<file path="config.mk">
export PLATFORM = sky130hd
export DESIGN_NAME = ps2_rx_fifo_flat
export DESIGN_NICKNAME = d
export VERILOG_FILES = /design/src/rtl/ps2_pkg.sv /design/src/rtl/ps2_rx_fifo_if.sv /design/src/rtl/ps2_byte_fifo.sv /design/src/rtl/ps2_rx_fifo.sv /design/src/flat_wrapper.sv
export SDC_FILE = /design/constraint.sdc
export NUM_CORES = 1
export LEC_CHECK = 0
export ABC_AREA = 1
export CAP_MARGIN = 20
export CELL_PAD_IN_SITES_DETAIL_PLACEMENT = 0
export CELL_PAD_IN_SITES_GLOBAL_PLACEMENT = 1
export CORE_MARGIN = 2
export CORE_UTILIZATION = 40
export CTS_BUF_LIST = sky130_fd_sc_hd__clkbuf_4
export DETAILED_ROUTE_END_ITERATION = 10
export PLACE_DENSITY_LB_ADDON = 0.12
export SYNTH_ARGS = -nofsm -noshare
export SYNTH_HDL_FRONTEND = slang
export SYNTH_SLANG_ARGS = --single-unit
</file>
<file path="constraint.sdc">
create_clock -name clk_50m -period 3.7 [get_ports clk_50m]
set_input_delay 0.555 -clock clk_50m [delete_from_list [all_inputs] [get_ports clk_50m]]
set_output_delay 0.555 -clock clk_50m [all_outputs]
set_load 0.005 [all_outputs]
</file>
<file path="src/rtl/ps2_pkg.sv">
// Shared types and constants for the PS/2 receive path and the scan-code decoder.
package ps2_pkg;

  typedef enum logic [1:0] {
    IDLE  = 2'd0,
    RECV  = 2'd1,
    CHECK = 2'd2
  } rx_state_e;

  localparam int unsigned PS2_FRAME_BITS  = 11;
  localparam int unsigned TIMEOUT_CYC_DEF = 50000;

  localparam logic [7:0] PS2_BREAK = 8'hF0;
  localparam logic [7:0] PS2_EXT   = 8'hE0;

  // Odd parity: data bits plus parity bit must XOR to 1.
  function automatic logic odd_parity_ok(input logic [7:0] d, input logic p);
    return ^{d, p};
  endfunction

endpackage

</file>
<file path="src/rtl/ps2_rx_fifo_if.sv">
// PS/2 pins plus the byte handshake towards the scan-code decoder.
interface ps2_rx_fifo_if;
  logic       ps2_clk;
  logic       ps2_data;
  logic       nextdata_n;
  logic [7:0] data;
  logic       ready;
  logic       overflow;
  logic       frame_err;

  modport master (
    output ps2_clk, ps2_data, nextdata_n,
    input  data, ready, overflow, frame_err
  );

  modport slave (
    input  ps2_clk, ps2_data, nextdata_n,
    output data, ready, overflow, frame_err
  );
endinterface

</file>
<file path="src/rtl/ps2_byte_fifo.sv">
// Generic synchronous FIFO with wrap-bit pointers; head data decoded from registered storage.
module ps2_byte_fifo #(
  parameter int unsigned DEPTH = 8,
  parameter int unsigned WIDTH = 8
) (
  input  logic             clk,
  input  logic             rst_n,
  input  logic             push_i,
  input  logic [WIDTH-1:0] wdata_i,
  input  logic             pop_i,
  output logic [WIDTH-1:0] rdata_o,
  output logic             full_o,
  output logic             empty_o
);

  localparam int unsigned AW = $clog2(DEPTH);
  localparam int unsigned PW = AW + 1;

  logic [PW-1:0]    wptr_q, wptr_d;
  logic [PW-1:0]    rptr_q, rptr_d;
  logic [WIDTH-1:0] mem_q [DEPTH];
  logic             do_push, do_pop;

  assign empty_o = (wptr_q == rptr_q);
  assign full_o  = ((wptr_q ^ rptr_q) == {1'b1, {AW{1'b0}}});
  assign rdata_o = mem_q[rptr_q[AW-1:0]];

  // A push into a full FIFO is only accepted when a pop frees a slot in the same cycle.
  assign do_pop  = pop_i & ~empty_o;
  assign do_push = push_i & (~full_o | do_pop);

  always_comb begin
    wptr_d = wptr_q + PW'(do_push);
    rptr_d = rptr_q + PW'(do_pop);
  end

  always_ff @(posedge clk or negedge rst_n) begin
    if (!rst_n) begin
      wptr_q <= '0;
      rptr_q <= '0;
      for (int i = 0; i < int'(DEPTH); i++) mem_q[i] <= '0;
    end else begin
      wptr_q <= wptr_d;
      rptr_q <= rptr_d;
      if (do_push) mem_q[wptr_q[AW-1:0]] <= wdata_i;
    end
  end

endmodule

</file>
<file path="src/rtl/ps2_rx_fifo.sv">
// PS/2 device-to-host frame receiver feeding a byte FIFO drained via ready/nextdata_n.
module ps2_rx_fifo
  import ps2_pkg::*;
#(
  parameter int unsigned FIFO_DEPTH  = 8,
  parameter int unsigned TIMEOUT_CYC = TIMEOUT_CYC_DEF
) (
  input  logic         clk_50m,
  input  logic         clr_n,
  ps2_rx_fifo_if.slave bus
);

  localparam int unsigned BIT_W  = $clog2(PS2_FRAME_BITS);
  localparam int unsigned IDLE_W = $clog2(TIMEOUT_CYC + 1);

  logic [2:0]        clk_sync_q;
  logic [1:0]        dat_sync_q;
  rx_state_e         state_q;
  logic [BIT_W-1:0]  bitcnt_q;
  logic [IDLE_W-1:0] idle_q;
  logic [7:0]        shreg_q;
  logic              par_q;
  logic              frame_ok_q;
  logic              frame_err_q;
  logic              overflow_q;

  logic       fall_c, bit_c, frame_ok_c;
  logic       full, empty, pop_c, push_c;
  logic [7:0] head;

  // Pin synchronisers; idle-high so reset never produces a false edge.
  always_ff @(posedge clk_50m or negedge clr_n) begin
    if (!clr_n) begin
      clk_sync_q <= 3'b111;
      dat_sync_q <= 2'b11;
    end else begin
      clk_sync_q <= {clk_sync_q[1:0], bus.ps2_clk};
      dat_sync_q <= {dat_sync_q[0], bus.ps2_data};
    end
  end

  assign fall_c     = clk_sync_q[2] & ~clk_sync_q[1];
  assign bit_c      = dat_sync_q[1];
  assign frame_ok_c = odd_parity_ok(shreg_q, par_q) & bit_c;

  assign pop_c  = ~empty & ~bus.nextdata_n;
  assign push_c = (state_q == CHECK) & frame_ok_q & (~full | pop_c);

  // Frame receive FSM; validity is judged on the stop edge so frame_err lands in the CHECK cycle.
  always_ff @(posedge clk_50m or negedge clr_n) begin
    if (!clr_n) begin
      state_q     <= IDLE;
      bitcnt_q    <= '0;
      idle_q      <= '0;
      shreg_q     <= '0;
      par_q       <= 1'b0;
      frame_ok_q  <= 1'b0;
      frame_err_q <= 1'b0;
      overflow_q  <= 1'b0;
    end else begin
      frame_err_q <= 1'b0;
      if ((state_q == CHECK) && frame_ok_q && full && !pop_c) overflow_q <= 1'b1;
      case (state_q)
        IDLE: begin
          idle_q <= '0;
          if (fall_c && !bit_c) begin
            state_q  <= RECV;
            bitcnt_q <= BIT_W'(1);
          end
        end
        RECV: begin
          if (fall_c) begin
            idle_q   <= '0;
            bitcnt_q <= bitcnt_q + BIT_W'(1);
            if (bitcnt_q <= BIT_W'(8)) begin
              shreg_q <= {bit_c, shreg_q[7:1]};
            end else if (bitcnt_q == BIT_W'(9)) begin
              par_q <= bit_c;
            end else begin
              frame_ok_q  <= frame_ok_c;
              frame_err_q <= ~frame_ok_c;
              bitcnt_q    <= '0;
              state_q     <= CHECK;
            end
          end else if (idle_q == IDLE_W'(TIMEOUT_CYC - 1)) begin
            frame_err_q <= 1'b1;
            bitcnt_q    <= '0;
            idle_q      <= '0;
            state_q     <= IDLE;
          end else begin
            idle_q <= idle_q + IDLE_W'(1);
          end
        end
        CHECK:   state_q <= IDLE;
        default: state_q <= IDLE;
      endcase
    end
  end

  ps2_byte_fifo #(
    .DEPTH (FIFO_DEPTH),
    .WIDTH (8)
  ) u_fifo (
    .clk     (clk_50m),
    .rst_n   (clr_n),
    .push_i  (push_c),
    .wdata_i (shreg_q),
    .pop_i   (pop_c),
    .rdata_o (head),
    .full_o  (full),
    .empty_o (empty)
  );

  assign bus.data      = head;
  assign bus.ready     = ~empty;
  assign bus.overflow  = overflow_q;
  assign bus.frame_err = frame_err_q;

endmodule

</file>
<file path="src/flat_wrapper.sv">
// flat-port wrapper written by rule: the top's interface ports become plain ports
module ps2_rx_fifo_flat import ps2_pkg::*;
#(
  parameter int unsigned FIFO_DEPTH  = 8,
  parameter int unsigned TIMEOUT_CYC = TIMEOUT_CYC_DEF
)
  (clk_50m, clr_n, bus_ps2_clk, bus_ps2_data, bus_nextdata_n, bus_data, bus_ready, bus_overflow, bus_frame_err);
  ps2_rx_fifo_if bus_i ();
  input  logic clk_50m;
  input  logic clr_n;
  input wire logic [$bits(bus_i.ps2_clk)-1:0] bus_ps2_clk;
  input wire logic [$bits(bus_i.ps2_data)-1:0] bus_ps2_data;
  input wire logic [$bits(bus_i.nextdata_n)-1:0] bus_nextdata_n;
  output wire logic [$bits(bus_i.data)-1:0] bus_data;
  output wire logic [$bits(bus_i.ready)-1:0] bus_ready;
  output wire logic [$bits(bus_i.overflow)-1:0] bus_overflow;
  output wire logic [$bits(bus_i.frame_err)-1:0] bus_frame_err;
  assign bus_i.ps2_clk = bus_ps2_clk;
  assign bus_i.ps2_data = bus_ps2_data;
  assign bus_i.nextdata_n = bus_nextdata_n;
  assign bus_data = bus_i.data;
  assign bus_ready = bus_i.ready;
  assign bus_overflow = bus_i.overflow;
  assign bus_frame_err = bus_i.frame_err;
  ps2_rx_fifo #(.FIFO_DEPTH(FIFO_DEPTH), .TIMEOUT_CYC(TIMEOUT_CYC)) u_core (.clk_50m(clk_50m), .clr_n(clr_n), .bus(bus_i));
endmodule
</file>
## Word level (Yosys, flattened, before mapping)

Cells that the tools add are included.

| storage, ports and cells | value |
|---|---|
| register bits | 111 |
| bits of input ports | 5 |
| output and inout port bits | 11 |
| word-level logic and storage cells | 98 |

| cells by class | value |
|---|---|
| add/subtract/negate cells | 4 |
| $lt $le $gt $ge | 4 |
| equality and inequality tests | 10 |
| muxes and demuxes | 26 |
| bitwise logic cells | 19 |
| reductions and logical operators | 15 |

Operators with widths:

| cell | number |
|---|---|
| 64-bit bitwise mux | 1 |
| 16-bit two-way mux | 2 |
| 16-bit case mux with 2 select lines | 1 |
| 8-bit binary-select mux with 3-bit select | 1 |
| 8-bit demux with 3-bit select | 1 |
| 8-bit two-way mux | 3 |
| 4-bit two-way mux | 5 |
| 16-bit by 1-bit adder with 16-bit output (second input constant) | 1 |
| 16-bit equality test (second input constant) | 1 |
| 4-bit AND reduction | 3 |
| 2-bit two-way mux | 5 |
| 9-bit parity | 1 |
| 4-bit by 1-bit adder with 4-bit output | 2 |
| 4-bit equality test (second input constant) | 2 |
| 4-bit greater-or-equal comparator (second input constant) | 2 |
| 3-bit inverter with 4-bit output | 2 |
| 4-bit case mux with 2 select lines | 1 |
| 1-bit bitwise AND | 7 |
| 1-bit inverter | 7 |
| 3-bit != test (second input constant) | 2 |
| 3-bit AND reduction | 2 |
| 1-bit logical AND | 5 |
| 1-bit two-way mux | 5 |
| 4-bit by 1-bit adder with 4-bit output (second input constant) | 1 |
| 13 further kinds | 15 |

## Logic depth before layout (Yosys ltp)

Gate-level depths: netlist (run 1).

| depth | value |
|---|---|
| depth in word-level cells | 7 |
| depth in mapped cells | 10 |
| gate-level depth less buffers | 10 |

## By module

From an unflattened synthesis (run 1), not the netlist that was laid out.

| unflattened totals | value |
|---|---|
| cell total of the unflattened synthesis | 702 |
| area, all modules | 5795.6 µm² |

Modules (own cells, without submodules):

| module | instances | cells each | area an instance (µm²) | seq. area each (µm²) |
|---|---|---|---|---|
| ps2_byte_fifo | 1 | 456 | 3727.3 | 1801.7 |
| ps2_rx_fifo | 1 | 246 | 2068.2 | 982.2 |

## Worst setup path before layout (run 1)

OpenSTA, ideal clock, no wires.

| path | value |
|---|---|
| kind | register to output |
| start | reg u_core.u_fifo.rptr_q[0] |
| end | out bus_data[6] |
| arrival time | 1193 ps |
| data required time | 3145 ps |
| path slack | 1952 ps |
| cell stages (with the launch flop) | 8 |
| path buffers | 2 |
| cells stage by stage | dfrtp_1 -> buf_2 -> inv_2 -> clkbuf_1 -> nor2_1 -> o22ai_1 -> nand2_1 -> nand2_1 |

| between the ends | value |
|---|---|
| word-level cells in the longest chain between the ends | 4 |

RTL lines:

| item | RTL line | source |
|---|---|---|
| start: declaration | ps2_byte_fifo.sv:20 | `logic [PW-1:0] rptr_q, rptr_d;` |
| start signal: assignment | ps2_byte_fifo.sv:44 | `rptr_q <= rptr_d;` |
| 3-bit inverter with 4-bit output (implied by the code) | ps2_byte_fifo.sv:26 | `assign rdata_o = mem_q[rptr_q[AW-1:0]];` |
| 8-bit binary-select mux with 3-bit select | ps2_byte_fifo.sv:26 |  |
| 8-bit two-way mux (implied by the code) (2 in series) | ps2_byte_fifo.sv:26 |  |
| end: declaration | flat_wrapper.sv:14 | `output wire logic [$bits(bus_i.data)-1:0] bus_data;` |

No other way between the ends. The select of a mux whose other input is x is not followed.

## Final worst setup path (run 1)

| path | value |
|---|---|
| start | reg u_core.u_fifo.rptr_q[0] |
| end | out bus_data[2] |

Same word-level chain as after synthesis.

==> impl_results.md, run 1 <==
* Grt ovf at 0
* Post-Route WL at 15400 µm
* Upper clock frequency limit at 310 MHz
* Die X-Extent at ~120 µm
* Util after Layout at about 43%
* Vias in the first global route at ~4600
* Via density at ~5.4
* Period utilisation layout at between 80% and 90%
* Post-Synth Simple-Gate Area at between 30% and 40%
* Mapped Cells at around 700
* Port bufs at 15
* I/O Pins at 16
* Die area at around 0.015 mm²
* H-tree levels at 3
* Final WS setup at 0.476 ns
* Wl on met1 at roughly 7000 µm
* Total Nets Final at between 700 and 800
* XOR/XNOR Fraction of Synth Area at 1.71%
* DR WL/cell at ~17 µm
* Pre-antenna DRT Iters at 5
* Worst Path Arrival at around 2.7 ns
* Async S/R FF share, synth at 100%
* Seq/Total Area, Yosys at just under 50%
* Critical path type: flop to output pin
* Mux cell area share after synthesis at 0%
* Resized Gates After CTS at 0
* Commonest non-fill, non-tap cell in the layout: nand2_1
* Core ar. at 0.0138 mm²
* Placed cell areas at slightly below 0.006 mm²
* Power Density at 570 mW/mm²
* CTS root buf: clkbuf_4
* Total GRT Usage at a little over a fifth
* Post-Syn Nets at 725
* Initial Utilization at ~41%
* Antenna diode count at 0
* Total number of vias at around 4900
* Largest family of logic cells by synthesized area: simple AND/OR/NAND/NOR gates
* Max-cap violations at 0
* Most frequent cells in the layout: 236 x nand2_1, 106 x dfrtp_1, 70 x nor2_1
* Post-CTS setup buffer count at 0
* Clk_skew at approximately 0.017 ns
* Crit end category: output pin
* Initial antenna violation count at 0
* Unrepaired setup endpoints after global routing: no
* DR DRC count at 0
* Slew @ Worst Pin at around 0.86 ns
* DP HPWL at about 10000 µm
* Synth Area per Inst at 7.90 µm²
* Place WS at slightly above 1 ns
* Sink Count at roughly 110
* Mapped cell area at about 0.0056 mm²
* Antenna-violating nets left at 0
* Max clock buf depth at 2
* Slew HR at between 40% and 50%
* Non-Filler Cell Area, Final at 0.00601 mm²
* CTS tree: yes
* Yosys warns at 0
* First-pass GRT wire length at roughly 25000 µm
* Area grow syn2layout at 6.78%
* Yosys cell types at 32
* Final setup TNS at 0 ns
* Post-synth EDFFs at 0
* CTS Hold Buffers Added at 0
* Final setup viols at 0
* Worst Setup Start Kind: flop
* Max-slew violations at 0
* Worst hold slack at around 0.15 ns
* Yosys reg bits at around 110
* VDD IR-drop max at approximately 290 µV
* Final Hold Fails at 0
* Initial DRC count at approximately 440
* Pin count of the biggest net entering global routing at between 60 and 70
* Routed length on met2 at 7250 µm
* Die H at ~120 µm
* Crit-path max FO at 33
* Met3 wire len at roughly 730 µm
* Status: finished clean
* Min-delay worst type: input port to asynchronous set/reset pin
* Top Layer Used: met4
* GP Congestion at between 0.8 and 0.9
* Row cnt at 43
* Period minus WS final at 3.22 ns
* CTS clk-pin slew, worst paths at between 0.15 and 0.2 ns
* Compound-Gate Fraction of Synth Area at roughly 8.5%
* Standby leakage power at between 0.003 and 0.004 µW
* Main synth FF type: dfrtp_1
* Layout cells sized above 1 at slightly below 6%
* Clock Latency Late Sink at between 0.4 and 0.5 ns
* Synth Area in Adders at under 10%
* CTS Buf Count at 9
* CP Data Required Time at approximately 3.1 ns
## worst max-delay path, stage by stage (launching register included)
cell and delay (ns):
dfrtp_1 0.63, inv_2 0.51, o21ai_0 0.17, o22ai_1 0.17, nand2_1 0.12, nand2_1 0.08
clkdlybuf4s50_1 0.49
## per-layer routing
layer / global-route usage, % / vias up
met5: 0 / -
met4: 7.18 / 0
met3: 4.74 / 29
met2: 34.5 / 143
met1: 29.9 / 2327
li1: - / 2367
## synthesized netlist by cell type (3+ instances only)
master    count  area (µm²)
nand2_1     236         886
dfrtp_1     106        2650
nor2_1       70         263
nand4_1      69         432
o21ai_0      50         250
inv_1        35         131
nand3_1      30         150
clkbuf_1     20        75.1
o22ai_1      16         100
a21oi_1       8        40.0
buf_2         8        40.0
ha_1          8         100
inv_2         8        30.0
nor3_1        6        30.0
xor2_1        6        52.6
buf_6         5        56.3
dfstp_2       5         131
xnor2_1       5        43.8
buf_4         3        22.5
o21ai_1       3        15.0
## worst paths after layout
check                                         from                 endpoint  slack (ns)  cells past startpoint
setup / recovery           u_core.u_fifo.rptr_q[0]              bus_data[2]        0.48                      6
hold / removal                               clr_n  u_core.u_fifo.mem_q[41]        0.15                      1
setup reg to reg           u_core.u_fifo.rptr_q[0]  u_core.u_fifo.mem_q[20]        1.06                      9
hold reg to reg               u_core.dat_sync_q[0]     u_core.dat_sync_q[1]        0.37                      0
max in group asynchronous                    clr_n     u_core.dat_sync_q[1]        2.72                      2
min in group clk_50m          u_core.dat_sync_q[0]     u_core.dat_sync_q[1]        0.37                      0
## registers in the layout, summed over array words and instances (netlist names)
signal and cells:
u_core.bus.overflow 1, u_core.u_fifo.mem_q 64, u_core.u_fifo.wptr_q 4, u_core.par_q 1, u_core.idle_q 16, u_core.bus.frame_err 1, u_core.dat_sync_q 2, u_core.bitcnt_q 4
u_core.u_fifo.rptr_q 4, u_core.shreg_q 8, u_core.state_q 2, u_core.frame_ok_q 1, u_core.clk_sync_q 3
## stage by stage
stage | total power (µW) | std cells
floorplan | 2340 | 712
global placement | 2790 | 877
detailed placement | 2820 | 877
CTS | 3470 | 893
global route | 3680 | 893
finish | 3420 | 893
## kinds of logic after synthesis
kind of cell,Yosys count
xor gates and xnor gates,11
adders and majority gates,8
AOI/OAI and AO/OA,86
buffers and inverters,81
DFF,111
and+or+nand+nor,415
## layout make-up
class                   count  area (µm²)
clock inverters             7        70.1
flip-flops and latches    111        2780
inverters                  43         161
multi-input cells         520        2480
well taps                 180         225
repair buffers             23         220
fillers                  1419        7820
clock buffers               9        67.6
## power breakdown
| part | switching, µW | internal [µW] | total [µW] | leakage [µW] |
|---|---|---|---|---|
| clock network | 423 | 208 | 631 | 0.0000765 |
| logic | 686 | 465 | 1150 | 0.00142 |
| registers | 333 | 1310 | 1640 | 0.00150 |
No activity file was read; power rests on OpenSTA's default activity.
==> run 2: changes to the inputs <==
- SLEW_MARGIN: unset -> 20
==> results of run 2 <==
Final layout, timing and power as in run 1 (identical DEF).
==> run 3: changes to the inputs <==
- CTS_CLUSTER_DIAMETER: unset -> 60
==> results of run 3 <==
Final layout, timing and power as in run 1 (identical DEF).
